**src/rtl/mux_arbiter_if.sv**
```systemverilog
// Requester/arbiter bundle for mux_arbiter: request and word lanes in, one-hot
// grant, owner index, busy, muxed word and timeout pulse out.
interface mux_arbiter_if #(
  parameter int N = 4,
  parameter int W = 8
);
  localparam int SW = (N > 1) ? $clog2(N) : 1;

  logic [N-1:0]   req;
  logic [N*W-1:0] data_in;
  logic [N-1:0]   grant;
  logic [SW-1:0]  sel;
  logic           busy;
  logic [W-1:0]   data_out;
  logic           timeout;

  modport master (
    output req, data_in,
    input  grant, sel, busy, data_out, timeout
  );

  modport slave (
    input  req, data_in,
    output grant, sel, busy, data_out, timeout
  );
endinterface

```
**src/rtl/mux_arbiter.sv**
```systemverilog
// Round-robin owner of a shared N:1 word mux. Build macro MUX_ARB_TIMEOUT_EN adds
// a hold counter that forces release after MAX_HOLD grant cycles.
//
//   state | meaning
//   IDLE  | no owner; arbitrate from ptr on the next edge
//   GRANT | sel owns the mux until it drops req (or the hold limit expires)
module mux_arbiter #(
  parameter int N        = 4,
  parameter int W        = 8,
  parameter int MAX_HOLD = 16
) (
  input logic         clk,
  input logic         rst_n,
  mux_arbiter_if.slave bus
);
  localparam int SW = (N > 1) ? $clog2(N) : 1;

  typedef enum logic {IDLE = 1'b0, GRANT = 1'b1} state_t;

  state_t        state_q, state_d;
  logic [N-1:0]  grant_q, grant_d;
  logic [SW-1:0] sel_q, sel_d;
  logic [SW-1:0] ptr_q, ptr_d;
  logic          timeout_q, timeout_d;
  logic [SW-1:0] pick, cand, ptr_next;
  logic          found;
  logic [W-1:0]  words [N];

  for (genvar g = 0; g < N; g++) begin : g_words
    assign words[g] = bus.data_in[g*W +: W];
  end

  // First requester at or after ptr, wrapping past N-1 back to 0.
  always_comb begin
    pick  = '0;
    cand  = '0;
    found = 1'b0;
    for (int i = 0; i < N; i++) begin
      cand = SW'((int'(ptr_q) + i) % N);
      if (!found && bus.req[cand]) begin
        found = 1'b1;
        pick  = cand;
      end
    end
  end

  assign ptr_next = (sel_q == SW'(N - 1)) ? '0 : sel_q + SW'(1);

`ifdef MUX_ARB_TIMEOUT_EN
  localparam int CW = (MAX_HOLD > 1) ? $clog2(MAX_HOLD + 1) : 1;
  logic [CW-1:0] cnt_q, cnt_d;
`endif

  always_comb begin
    state_d   = state_q;
    grant_d   = grant_q;
    sel_d     = sel_q;
    ptr_d     = ptr_q;
    timeout_d = 1'b0;
`ifdef MUX_ARB_TIMEOUT_EN
    cnt_d     = cnt_q;
`endif
    case (state_q)
      IDLE: begin
        if (found) begin
          state_d       = GRANT;
          grant_d       = '0;
          grant_d[pick] = 1'b1;
          sel_d         = pick;
`ifdef MUX_ARB_TIMEOUT_EN
          cnt_d         = CW'(MAX_HOLD - 1);
`endif
        end
      end
      GRANT: begin
        if (!bus.req[sel_q]) begin
          state_d = IDLE;
          grant_d = '0;
          sel_d   = '0;
          ptr_d   = ptr_next;
        end
`ifdef MUX_ARB_TIMEOUT_EN
        // Down-counter reaching zero marks the MAX_HOLD-th grant cycle.
        else if (cnt_q == '0) begin
          state_d   = IDLE;
          grant_d   = '0;
          sel_d     = '0;
          ptr_d     = ptr_next;
          timeout_d = 1'b1;
        end else begin
          cnt_d = cnt_q - CW'(1);
        end
`endif
      end
      default: begin
        state_d = IDLE;
        grant_d = '0;
        sel_d   = '0;
      end
    endcase
  end

  always_ff @(posedge clk or negedge rst_n) begin
    if (!rst_n) begin
      state_q   <= IDLE;
      grant_q   <= '0;
      sel_q     <= '0;
      ptr_q     <= '0;
      timeout_q <= 1'b0;
    end else begin
      state_q   <= state_d;
      grant_q   <= grant_d;
      sel_q     <= sel_d;
      ptr_q     <= ptr_d;
      timeout_q <= timeout_d;
    end
  end

`ifdef MUX_ARB_TIMEOUT_EN
  always_ff @(posedge clk or negedge rst_n) begin
    if (!rst_n) cnt_q <= '0;
    else        cnt_q <= cnt_d;
  end
  assign bus.timeout = timeout_q;
`else
  assign bus.timeout = 1'b0;
`endif

  assign bus.grant    = grant_q;
  assign bus.sel      = sel_q;
  assign bus.busy     = (state_q == GRANT);
  assign bus.data_out = (state_q == GRANT) ? words[sel_q] : '0;
endmodule

```
**src/flat_wrapper.sv**
```systemverilog
// flat-port wrapper written by rule: the top's interface ports become plain ports
module mux_arbiter_flat 
#(
  parameter int N        = 4,
  parameter int W        = 8,
  parameter int MAX_HOLD = 16
)
  (clk, rst_n, bus_req, bus_data_in, bus_grant, bus_sel, bus_busy, bus_data_out, bus_timeout);
  mux_arbiter_if #(.N(N), .W(W)) bus_i ();
  input logic clk;
  input logic rst_n;
  input wire logic [$bits(bus_i.req)-1:0] bus_req;
  input wire logic [$bits(bus_i.data_in)-1:0] bus_data_in;
  output wire logic [$bits(bus_i.grant)-1:0] bus_grant;
  output wire logic [$bits(bus_i.sel)-1:0] bus_sel;
  output wire logic [$bits(bus_i.busy)-1:0] bus_busy;
  output wire logic [$bits(bus_i.data_out)-1:0] bus_data_out;
  output wire logic [$bits(bus_i.timeout)-1:0] bus_timeout;
  assign bus_i.req = bus_req;
  assign bus_i.data_in = bus_data_in;
  assign bus_grant = bus_i.grant;
  assign bus_sel = bus_i.sel;
  assign bus_busy = bus_i.busy;
  assign bus_data_out = bus_i.data_out;
  assign bus_timeout = bus_i.timeout;
  mux_arbiter #(.N(N), .W(W), .MAX_HOLD(MAX_HOLD)) u_core (.clk(clk), .rst_n(rst_n), .bus(bus_i));
endmodule
```
**config.mk**
```make
export PLATFORM = sky130hd
export DESIGN_NAME = mux_arbiter_flat
export DESIGN_NICKNAME = d
export VERILOG_FILES = /design/src/rtl/mux_arbiter_if.sv /design/src/rtl/mux_arbiter.sv /design/src/flat_wrapper.sv
export SDC_FILE = /design/constraint.sdc
export NUM_CORES = 1
export LEC_CHECK = 0
export BUFFER_PORTS_ARGS = -buffer_cell sky130_fd_sc_hd__buf_2
export CORE_UTILIZATION = 43
export CTS_BUF_LIST = sky130_fd_sc_hd__clkbuf_16
export DETAILED_ROUTE_END_ITERATION = 10
export PLACE_DENSITY = 0.86
export SYNTH_ARGS = -nofsm -noshare
export SYNTH_HDL_FRONTEND = slang
export SYNTH_SLANG_ARGS = --single-unit
```
**constraint.sdc**
```tcl
create_clock -name clk -period 2.5 [get_ports clk]
set_input_delay 0.375 -clock clk [delete_from_list [all_inputs] [get_ports clk]]
set_output_delay 0.375 -clock clk [all_outputs]
set_load 0.01 [all_outputs]
```
# == Word-level counts from Yosys, hierarchy flattened ==
# Cells that the tools add are included.
# W data, S select, Z words.
# totals
regBits,9
latch_bits,0
ram_bits,0
mem_bits_ro,0
in_bits,38
output_inout_bits,16
word_cells,65
mem_count,0
# classes
addsub,4
n_mul,0
div,0
n_lt_le_gt_ge,8
n_eq_ne,3
shift,0
n_mux,34
n_bitwise,3
reduce_logical,9
# ops
op,count
$mux W8,3
$lt A2 B3 Y1 const B,6
$bmux W8 S2,1
$mux W2,7
$mux W1,12
$bmux W1 S2,5
$mux W4,2
$pmux W4 S2,1
$add A2 B1 Y2 const B,2
$add A2 B2 Y2 const B,2
$logic_and A1 B1 Y1,4
$pmux W2 S2,1
$reduce_and A2 Y1,2
$ge A3 B3 Y1 const B,1
$logic_not A1 Y1,3
$not A2 Y3,1
$demux W1 S2,1
$eq A2 B2 Y1 const B,1
$ge A2 B1 Y1 const B,1
$ne A2 B1 Y1 const B,1
$ne A2 B2 Y1 const B,1
$not A1 Y1,2
$pmux W1 S2,1

# == Logic depth before layout (Yosys ltp) ==
# depth
word_depth,18
depth_mapped,5
ltp_nobuf,4

# == Worst setup path before layout ==
# OpenSTA, ideal clock, no wires.
# synth_timing
path_kind,reg-to-output
from,register u_core.sel_q[0] (netlist: u_core.bus.sel[0])
to,output bus_data_out[0]
t_arrival_ns,1.378
required_time_ns,2.125
setup_slack_ns,0.747
stages_incl_launch_ff,4
n_path_buf,1
path_cell_list,dfrtp_1 buf_4 mux4_2 and2_1
# synth_via
elab_chain_len,5
# synth_rtl
element,line,text
from (decl),mux_arbiter.sv:22,"logic [SW-1:0] sel_q, sel_d;"
from (signal assigned),mux_arbiter.sv:113,sel_q <= sel_d;
$not A2 Y3 (not written as such),mux_arbiter.sv:132,assign bus.data_out = (state_q == GRANT) ? words[sel_q] : '0;
$bmux W8 S2,mux_arbiter.sv:132,
$mux W8 (not written as such) (2 in series),mux_arbiter.sv:132,
$mux W8,mux_arbiter.sv:132,
to (decl),flat_wrapper.sv:17,output wire logic [$bits(bus_i.data_out)-1:0] bus_data_out;
# No other way between the ends. The select of a mux whose other input is x is not followed.

# == Worst setup path in the final report ==
# layout_timing
from,register u_core.sel_q[0] (netlist: u_core.bus.sel[0])
to,output bus_data_out[6]
# Same word-level chain as after synthesis.

==> flow_summary.yaml <==
clock_network:
  root_buffer: "clkbuf_16"
  cts_tree: "built"
  clkTransAtPathRegs_ps: 40
  htree_levels: 1
  cts_buffers: 3
  clk_latency_ps: 240
  post_cts_resized: 0
  cts.sinks: 9
  cts_setup_buffers: 0
  cts_max_path_buffers: 2
  cts_hold_buf: 1
timing:
  rsz0062_at_grt: "no"
  tightest_slew_ps: 666.4
  finalCritPeriodShare: 0.9062
  finalCriticalPeriod_ps: 2265
  max_freq_mhz: 441.4
  setup-tns-final_ps: 0
  finalHoldViolations: 0
  fin_skew_ps: 4.010
  setup_viol: 0
  final_max_slew_viol_count: 0
  maxSlewHeadroom: 0.5557
logic_synthesis:
  yosysTopAreaCell: "dfrtp_1"
  yosys.area.top_type_share: 0.2985
  synth.area.top_cells: "dfrtp_1 30%, mux4_2 24%, and2_1 6.6%, o32ai_1 4.6%, nand2_1 4.0%"
  synth_commonest_cells: "9 x dfrtp_1, 8 x and2_1, 8 x mux4_2, 8 x nand2_1, 4 x o32ai_1"
  ys.flop_type: "dfrtp_1"
  yosys_warnings: 0
  postSynthCellCount: 69
  synth-seq-cells: 9
  synth.most_common_cell: "dfrtp_1"
  synth_edf_count: 0
  synth_seq_area_share: 0.2985
  synth.distinct_cells: 27
  synth_area_um2: 754.5
  avgSynthCellArea_um2: 10.93
  async_flop_share: 1.000
  synthesis.nets: 108
pwr:
  power_frac_comb: 0.516
  intPower_mw: 0.7821
  power.density_mw_per_mm2: 1147
  p_leak_nw: 0.5526
  p_sw_frac: 0.3834
  clockPowerShare: 0.220
  seqPwrFrac: 0.264
  ir_worst_vdd_mv: 0.6517
  netSwitchingPower_mw: 0.4863
  finalPower_mw: 1.268
route:
  via_count: 764
  avgRoutedWirePerCell_um: 13.68
  drt-initial-drc-count: 16
  routed_wl_mm: 1.901
  firstDrtPassIters: 7
  postRouteAntennaNets: 0
  drc: 8
  viasPerCell: 5.496
status:
  status: "complete, but fails checks"
  failed_checks: "design-rule violations"
worst_setup_path:
  cp_top_family: "flip-flops"
  r2r_setup_slack_ps: 550
  critical-path-max-stage-delay_ps: 760
  crit_buf_inv: 1
  path_cells: "mux4_2, and2_1, buf_2"
  rr_startpoint: "u_core.bus.sel[0]"
  cp.required_ps: 2120
  worstSetupEndpointType: "primary output"
  rr_endpoint: "u_core.ptr_q[0]"
  r2r_cells: 4
  cp_max_fo: 15
  start_kind: "register"
  slowest_stage: "dfrtp_1"
  arrival_ps: 1890
  worstSetupPathType: "reg2out"
layout:
  multi_input_area_um2: 496.7
  n_antenna_cell: 0
  nets: 163
  fillCellCount: 123
  final_util: 0.7016
  drive_above_1_share: 0.5447
  ff_latch_area_um2: 225.2
  syn_to_final_growth_pct: 46.60
run:
  maxCapViolCount: 0
die:
  chipWidth_um: 43.89
  ios: 54
  core-area_mm2: 0.001577
  placementRows: 14
  dieArea_mm2: 0.001926
  die_height_um: 43.89
  start_util: 0.4786
placed_design:
  routabilityCongestion: 0.8055
  io_buffer_count: 52
  dp_hpwl_mm: 1.434
grt:
  grtUsageTotal: 0.2169
  grt-ovfl-total: 0
  grt_antenna_before_repair: 0
  grt_pass1_wl_mm: 2.960
  grt_max_degree: 16
  grt_pass1_vias: 700
worst_hold_path:
  hp-class: "in2async"
## metal layers
metal  vias up  share of wire  track usage  wire [µm]
li1        371              -            -          -
met1       353           0.36       0.2198        692
met2        38           0.51       0.4060        973
met3         2           0.11      0.09167        217
met4         0         0.0095      0.05455         18
met5         -              0            0          0
## through the flow
| stage | cells | worst slack, ps | cell area (µm²) | hold slack, ps |
|---|---|---|---|---|
| 6_report | 139 | 234.5 | 1106 | 515.8 |
| 5_1_grt | 139 | 106.4 | 1106 | 555.3 |
| 4_1_cts | 139 | 204.8 | 1106 | 522.2 |
| 3_5_place_dp | 134 | 460.7 | 1017 | 235.2 |
| 3_3_place_gp | 134 | 515.3 | 1017 | 229.0 |
| 2_1_floorplan | 69 | 747.3 | 754.5 | 79.41 |
## final cells by class
class                   count  share of cell area
clock buffers               3             0.06787
flip-flops and latches      9              0.2036
well taps                  16             0.01810
inverters                   2            0.006787
multi-input cells          54              0.4491
clock inverters             1            0.003394
repair buffers             54              0.2511
## how the worst max path moves through the flow
stage / from / end / slack, ps / depth (start not counted)
after floorplan: u_core.bus.sel[0] / bus_data_out[0] / 750 / 3
final: u_core.bus.sel[0] / bus_data_out[6] / 230 / 3
after CTS: u_core.bus.sel[0] / bus_data_out[6] / 200 / 3
after detailed placement: u_core.bus.sel[0] / bus_data_out[6] / 460 / 3
after global routing: u_core.bus.sel[0] / bus_data_out[0] / 110 / 3
after global placement: u_core.bus.sel[0] / bus_data_out[1] / 520 / 3
## cells in the final DEF, fill, tap and decap left out, drive strengths merged
cell type and instances:
buf 53, o21ai 1, mux4 8, a21oi 4, inv 3, o22ai 2, nand3 1, or3 1
mux2i 2, nor2 3, mux2 2, o32ai 4, a211o 1, nor3 1, clkbuf 3, o211ai 1
and2 8, o22a 1, conb 1, nand2b 1, dlygate4sd3 1, o21a 1, dfrtp 9, o41ai 1
nor2b 1, nand2 8, ha 1
## cell families after synthesis
kind of cell             Yosys count  share of synthesized area
AO/OA/AOI/OAI                     16                     0.1758
adder cells (fa/ha/maj)            1                    0.01658
buffers and inverters              6                    0.04312
flip-flops                         9                     0.2985
multiplexers                      12                     0.2952
other                              1                   0.004970
AND/OR/NAND/NOR                   24                     0.1658
## power by group through the flow
stage          registers (mW)  clock network (mW)  logic (mW)
6_report                0.335               0.279       0.655
5_1_grt                 0.358               0.293       0.717
4_1_cts                 0.339               0.283       0.661
3_5_place_dp            0.340                   0       0.650
3_3_place_gp            0.334                   0       0.634
2_1_floorplan           0.296                   0       0.487
## sequential cells by signal (all words and copies together) (netlist names)
name,flops
u_core.bus.sel,2
u_core.bus.grant,4
u_core.ptr_q,2
u_core.bus.busy,1
Power figures use the tool's default switching activity.
